File: config.mk
export PLATFORM = sky130hd
export DESIGN_NAME = sha_input_manager
export DESIGN_NICKNAME = d
export VERILOG_FILES = /design/src/rtl/sha_input_manager.sv
export SDC_FILE = /design/constraint.sdc
export NUM_CORES = 1
export LEC_CHECK = 0
export ABC_AREA = 0
export CAP_MARGIN = 25
export CORE_AREA = 2 2 325 327
export CTS_CLUSTER_DIAMETER = 150
export DETAILED_ROUTE_END_ITERATION = 8
export DIE_AREA = 0 0 327 329
export DONT_BUFFER_PORTS = 1
export PLACE_DENSITY = 0.39
export SLEW_MARGIN = 0
export SYNTH_ARGS = -nofsm -noshare
export SYNTH_HDL_FRONTEND = slang
export SYNTH_SLANG_ARGS = --single-unit
export TNS_END_PERCENT = 20
File: constraint.sdc
create_clock -name clk -period 11.1 [get_ports clk]
set_input_delay 2.22 -clock clk [delete_from_list [all_inputs] [get_ports clk]]
set_output_delay 2.22 -clock clk [all_outputs]
set_load 0.01 [all_outputs]
File: src/rtl/sha_input_manager.sv
// Nonce dispatcher for the SHA256 core array: takes one job (word + inclusive nonce range)
// and issues nonces to NUM_CORES cores in lockstep batches until the range is exhausted or found.
module sha_input_manager #(
    parameter int NUM_CORES = 2,
    parameter int DATA_W    = 352
) (
    input  logic                    clk,
    input  logic                    rst,
    input  logic                    job_valid,
    output logic                    job_ready,
    input  logic [DATA_W-1:0]       job_data,
    input  logic [31:0]             nonce_start,
    input  logic [31:0]             nonce_end,
    output logic [DATA_W-1:0]       core_data,
    output logic [32*NUM_CORES-1:0] core_nonce,
    output logic [NUM_CORES-1:0]    core_start,
    input  logic [NUM_CORES-1:0]    core_ready,
    input  logic                    found,
    output logic                    busy,
    output logic                    exhausted,
    output logic                    aborted,
    output logic [1:0]              dbg_state
);

    typedef enum logic [1:0] {
        S_IDLE     = 2'd0,
        S_DISPATCH = 2'd1,
        S_WAIT     = 2'd2
    } state_t;

    state_t                    state_q, state_d;
    logic [32:0]               cur_q, cur_d;
    logic [32:0]               end_q, end_d;
    logic [DATA_W-1:0]         core_data_q, core_data_d;
    logic [32*NUM_CORES-1:0]   core_nonce_q, core_nonce_d;
    logic [NUM_CORES-1:0]      core_start_q, core_start_d;
    logic                      exhausted_q, exhausted_d;
    logic                      aborted_q, aborted_d;
    logic                      load_batch;
    logic [32:0]               next_cur;
    logic [32:0]               lane_v;

    // 33-bit arithmetic so a range ending at 0xFFFFFFFF terminates instead of wrapping.
    assign next_cur = cur_q + 33'(NUM_CORES);

    // Job handshake: a job transfers on a rising edge where job_valid && job_ready;
    // job_ready is high exactly while idle, and the offer must be held until it transfers.
    always_comb begin
        state_d      = state_q;
        cur_d        = cur_q;
        end_d        = end_q;
        core_data_d  = core_data_q;
        core_nonce_d = core_nonce_q;
        core_start_d = '0;
        exhausted_d  = 1'b0;
        aborted_d    = 1'b0;
        load_batch   = 1'b0;
        lane_v       = '0;

        case (state_q)
            S_IDLE: begin
                if (job_valid) begin
                    core_data_d = job_data;
                    cur_d       = {1'b0, nonce_start};
                    end_d       = {1'b0, nonce_end};
                    if (nonce_start > nonce_end) begin
                        exhausted_d = 1'b1;
                    end else begin
                        state_d    = S_DISPATCH;
                        load_batch = 1'b1;
                    end
                end
            end
            S_DISPATCH: begin
                if (found) begin
                    state_d   = S_IDLE;
                    aborted_d = 1'b1;
                end else begin
                    state_d = S_WAIT;
                end
            end
            S_WAIT: begin
                if (found) begin
                    state_d   = S_IDLE;
                    aborted_d = 1'b1;
                end else if (&core_ready) begin
                    if (next_cur > end_q) begin
                        state_d     = S_IDLE;
                        exhausted_d = 1'b1;
                    end else begin
                        cur_d      = next_cur;
                        state_d    = S_DISPATCH;
                        load_batch = 1'b1;
                    end
                end
            end
            default: begin
                state_d = S_IDLE;
            end
        endcase

        // Start/nonce registers are loaded on entry to DISPATCH so they are visible during it.
        if (load_batch) begin
            for (int i = 0; i < NUM_CORES; i++) begin
                lane_v = cur_d + 33'(i);
                if (lane_v <= end_d) begin
                    core_nonce_d[32*i +: 32] = lane_v[31:0];
                    core_start_d[i]          = 1'b1;
                end
            end
        end
    end

    always_ff @(posedge clk) begin
        if (rst) begin
            state_q      <= S_IDLE;
            cur_q        <= '0;
            end_q        <= '0;
            core_data_q  <= '0;
            core_nonce_q <= '0;
            core_start_q <= '0;
            exhausted_q  <= 1'b0;
            aborted_q    <= 1'b0;
        end else begin
            state_q      <= state_d;
            cur_q        <= cur_d;
            end_q        <= end_d;
            core_data_q  <= core_data_d;
            core_nonce_q <= core_nonce_d;
            core_start_q <= core_start_d;
            exhausted_q  <= exhausted_d;
            aborted_q    <= aborted_d;
        end
    end

    assign job_ready  = (state_q == S_IDLE);
    assign busy       = (state_q != S_IDLE);
    assign core_data  = core_data_q;
    assign core_nonce = core_nonce_q;
    assign core_start = core_start_q;
    assign exhausted  = exhausted_q;
    assign aborted    = aborted_q;
    assign dbg_state  = state_q;

endmodule

Word-level counts from Yosys, hierarchy flattened
Index checks and enable logic that the tools add are counted.
- $add $sub $neg: 2
- order comparisons: 4
- equality and inequality tests: 5
- multiplexer cells: 29
- bitwise gates (word level): 2
- reductions and logical operators: 10
- operators with widths (operator ; number):
    $mux 33 ; 6
    $le 33x33->1 ; 2
    $pmux 33 s2 ; 1
    $add 33x1->33 const B ; 1
    $add 33x2->33 const B ; 1
    $gt 33x33->1 ; 1
    $gt 32x32->1 ; 1
    $mux 1 ; 14
    $mux 2 ; 5
    $reduce_and 2->1 ; 4
    $pmux 2 s3 ; 1
    $reduce_or 2->1 ; 3
    $ne 2x2->1 const B ; 2
    $pmux 1 s2 ; 2
    $ne 3x3->1 const B ; 1
    $reduce_and 3->1 ; 1
    $eq 2x1->1 const B ; 1
    $eq 2x2->1 const B ; 1
    $logic_not 2->1 ; 1
    $not 1->1 ; 2
    $reduce_bool 2->1 ; 1
- flip-flop bits (word level): 488
- output and inout port bits: 424

Depth between registers and ports, before layout
- depth in word-level cells: 9
- mapped depth: 40
- gate-level depth less buffers: 36

Worst setup path after synthesis
Ideal clock, no wire load.
- path type: register -> register
- start point: register cur_q[1]
- end point: register core_nonce_q[35], in the netlist core_nonce[35]
- setup time: 128 ps
- data arrival time: 7655 ps
- slack: 3317 ps
- cell stages (with the launch flop): 38
- buffers on the path: 2
- period minus slack after synthesis: 7783 ps
- cells stage by stage: dfxtp_1 ha_1 nand3_1 nor2_2 nand3_1 nor4_1 nand3_1 xnor2_1 ha_1 nand4_2 nor4_2 nand2_1 o211ai_1 o21ai_2 nand2_1 a21oi_1 o221ai_1 ha_1 [2 not listed] nand2_1 nor3_1 nand2_1 or4_1 and2_1 ha_1 a21o_1 a21o_1 a211oi_1 o21ai_0 a21oi_1 o211ai_1 nand2_1 o22ai_1 clkbuf_1 buf_1 mux2i_1 nor2_1
- word-level cells in the longest chain between the ends: 9
- elaborated cells between the ends (all ways): 14
- ends and longest elaborated chain (element ; RTL line ; RTL):
    start: declaration ; 32 ; logic [32:0] cur_q, cur_d;
    start signal: assignment ; 126 ; cur_q <= cur_d;
    $add 33x2->33 ; 44 ; assign next_cur = cur_q + 33'(NUM_CORES);
    $gt 33x33->1 ; 87 ; if (next_cur > end_q) begin
    $mux 33 ; 87 ;
    $mux 33 ; 86 ; end else if (&core_ready) begin
    $mux 33 ; 83 ; if (found) begin
    $pmux 33 s2 (*) ; 60 ; case (state_q)
    via cur_d[1] ; 32 ;
    $add 33x1->33 (*) ; 105 ; lane_v = cur_d + 33'(i);
    $le 33x33->1 ; 106 ; if (lane_v <= end_d) begin
    $reduce_and 2->1 (no line) ; -- ;
    end signal: assignment ; 129 ; core_nonce_q <= core_nonce_d;
    end: declaration ; 35 ; logic [32*NUM_CORES-1:0] core_nonce_q, core_nonce_d;
The timed path passes the listed nets; every way through them passes the cells marked *.
A chain may end at the register's enable or synchronous reset.

Worst setup path in the final report
- start point: register cur_q[1]
- end point: register core_nonce_q[54], in the netlist core_nonce[54]
The elaborated chain is that of the path after synthesis.

==> summary.md <==
| Metric | Value |
|---|---|
| Buf/Inv on CP | 3 |
| Power per cell area | 218 nW/um^2 |
| HPWL Detailed | 88100 um |
| Synth unique cells | 87 |
| Site Rows | 119 |
| Post-Synthesis Cell Area | 22800 sq um |
| H-Tree Depth | 2 |
| Final period utilization | 0.917 |
| Post-CTS Resized | 0 |
| Commonest non-fill, non-tap cell in the layout | nand2_1 |
| Worst Tran Pin Value | 2.01 ns |
| Vias in the first global route | 19000 |
| First-pass GRT wire length | 154000 um |
| Critical path fanouts, max | 30 |
| Routed vias/inst | 4.76 |
| Share of layout cells above drive strength 1 | 0.0706 |
| TritonCTS buffer count | 61 |
| GR Overflow Total | 0 |
| Register area | 9770 sq um |
| Nets@finish | 3354 |
| Most frequent cells in the layout | nand2_1, dfxtp_1, a21oi_1, nor2_1, ha_1 |
| Sink Count | 488 |
| Slowest cell on crit path | nor4_1 |
| Top_reg_cell synth | dfxtp_1 |
| Fin cells | 4245 |
| Pleak | 10.4 nW |
| Die Wd | 327 um |
| RSZ-0062 raised after global routing | no |
| 1st-pass router iterations | 5 |
| CTS tree | done |
| Sequential-to-total area share from yosys stat | 0.429 |
| Family with the most delay on the worst path | simple AND/OR/NAND/NOR gates |
| Critical Path RT | 11.69 ns |
| Number of flops mapped to enable cells by yosys | 0 |
| Failing checks | slew limit |
| Worst hold slack | 0.501 ns |
| DRT Wirelength | 114000 um |
| Initial DRC Count | 1569 |
| Clk pin slew, worst setup/hold paths | 0.06 ns |
| Vias | 20200 |
| Max-slew headroom | -0.338 |
| IO buf count | 0 |
| Startpoint Class | flop |
| Area grow syn2layout | 15.7% |
| Critical Path End Type | flop |
| Min Tclk post-route | 10.17 ns |
| CTS Buffer Depth | 3 |
| Fmax | 98.3 MHz |
| Arrival time worst endpoint | 10.76 ns |
| Design Area, Final | 26300 sq um |
| CTS Hold Bufs | 0 |
| Initial antenna violation count | 15 |
| Final hold viol count | 0 |
| Status | finished with violations |
| Yosys Warn Count | 0 |
| MaxCap Viol Count | 0 |
| Setup CP Type | reg2reg |
| Final ANT Viol Nets | 0 |
| Min-delay worst type | reg2reg |
| Final setup violation count | 0 |
| Fin. max-slew vios | 204 |
| FF+latch count, synth | 488 |
| Wire length per cell | 26.9 um |
| Area of the core | 104000 sq um |
| Multi-input logic area | 11900 sq um |
| Starting Density | 0.218 |
| Clock Skew | 0.0254 ns |
| Die footprint | 108000 sq um |
| Asr flop ratio synth | 0 |
| Syn_nets | 3437 |
| IO Count | 846 |
| Largest net degree at the start of global routing | 464 |
| Root buf cell | clkbuf_16 |
| Max VDD drop | 123 uV |
| Die H | 329 um |
| Remaining DRCs | 0 |
| Setup Fix Bufs, Post-CTS | 0 |
| Slowest stage delay, CP | 0.67 ns |
| Setup TNS | 0 ns |
| Cells after Synth | 2878 |
| Clock Latency Late Sink | 0.67 ns |
| GP Congestion | 0.871 |
| Dpl cell area | 24100 sq um |
| GRT Util Overall | 0.200 |
| Post-layout util | 0.252 |
| Placed Cells | 4121 |
| Filler instances | 11500 |
| Post-Syn Area per Cell | 7.91 sq um |
==> final cells by class <==
| type | instances | share of cell area |
|---|---|---|
| clock buffer | 88 | 0.0679 |
| inverter | 100 | 0.0143 |
| antenna | 6 | 0.000570 |
| tap | 1391 | 0.0661 |
| sequential | 488 | 0.371 |
| timing repair buffer | 45 | 0.0147 |
| multi-input combinational | 2099 | 0.452 |
| clock inverter | 28 | 0.0130 |
==> worst min-delay path: cells and delay by family (launching register included) <==
family | cells | cell delay, ns
AND/OR/NAND/NOR | 1 | 0.06
flip-flops | 1 | 0.34
AO/OA/AOI/OAI | 1 | 0.05
==> cell families after synthesis <==
| logic type | count (synthesis) | share of synthesized area |
|---|---|---|
| buf+inv | 291 | 0.0492 |
| xor+xnor | 48 | 0.0185 |
| flops | 488 | 0.429 |
| simple gates | 1183 | 0.223 |
| compound gates | 648 | 0.168 |
| mux | 83 | 0.0368 |
| fa+ha+maj | 137 | 0.0753 |
==> state kept, by name, summed over array words and instances, names as in the netlist <==
register	cells
core_data	352
core_nonce	64
cur_q	33
end_q	33
core_start	2
dbg_state	2
aborted	1
exhausted	1
==> path summary, 6_finish.rpt <==
path                                     from              to  slack, ns  depth (start not counted)
worst max-delay path                 cur_q[1]  core_nonce[54]       0.93                         37
worst min-delay path            core_data[36]   core_data[36]       0.50                          2
worst max register to register       cur_q[1]  core_nonce[54]       0.93                         37
worst min register to register  core_data[36]   core_data[36]       0.50                          2
==> stage by stage <==
step,power (mW),setup WS [ns]
after detailed placement,3.64,0.990
after floorplan,3.09,3.32
after CTS,5.81,0.940
after global placement,3.65,0.652
final,5.73,0.926
after global routing,6.04,0.0458
==> metal layers <==
layer / vias up / track usage / wire length (um)
met5: - / 0 / 83
met4: 12 / 0.0678 / 4120
met1: 9573 / 0.240 / 45000
li1: 9639 / - / -
met2: 803 / 0.328 / 53500
met3: 161 / 0.0773 / 11600
==> where the power goes <==
group / switching, mW / leakage [nW] / total (mW) / internal [mW]
logic: 0.859 / 5.33 / 1.30 / 0.443
clock network: 0.889 / 1.04 / 2.13 / 1.24
registers: 0.339 / 4.01 / 2.30 / 1.96
total: 2.09 / 10.4 / 5.73 / 3.64
==> cell usage after synthesis, types with 28 or more instances <==
library cell | number | area, sq um
a21o_1 | 39 | 293
a21oi_1 | 417 | 2090
clkbuf_1 | 170 | 638
mux2i_1 | 78 | 781
xnor2_1 | 36 | 315
nand2_1 | 795 | 2980
inv_1 | 97 | 364
nand4_1 | 40 | 250
a211oi_1 | 28 | 210
o21ai_0 | 42 | 210
nor2_1 | 160 | 601
nand3_1 | 50 | 250
ha_1 | 137 | 1710
dfxtp_1 | 488 | 9770
(Power assumes the default switching activity.)
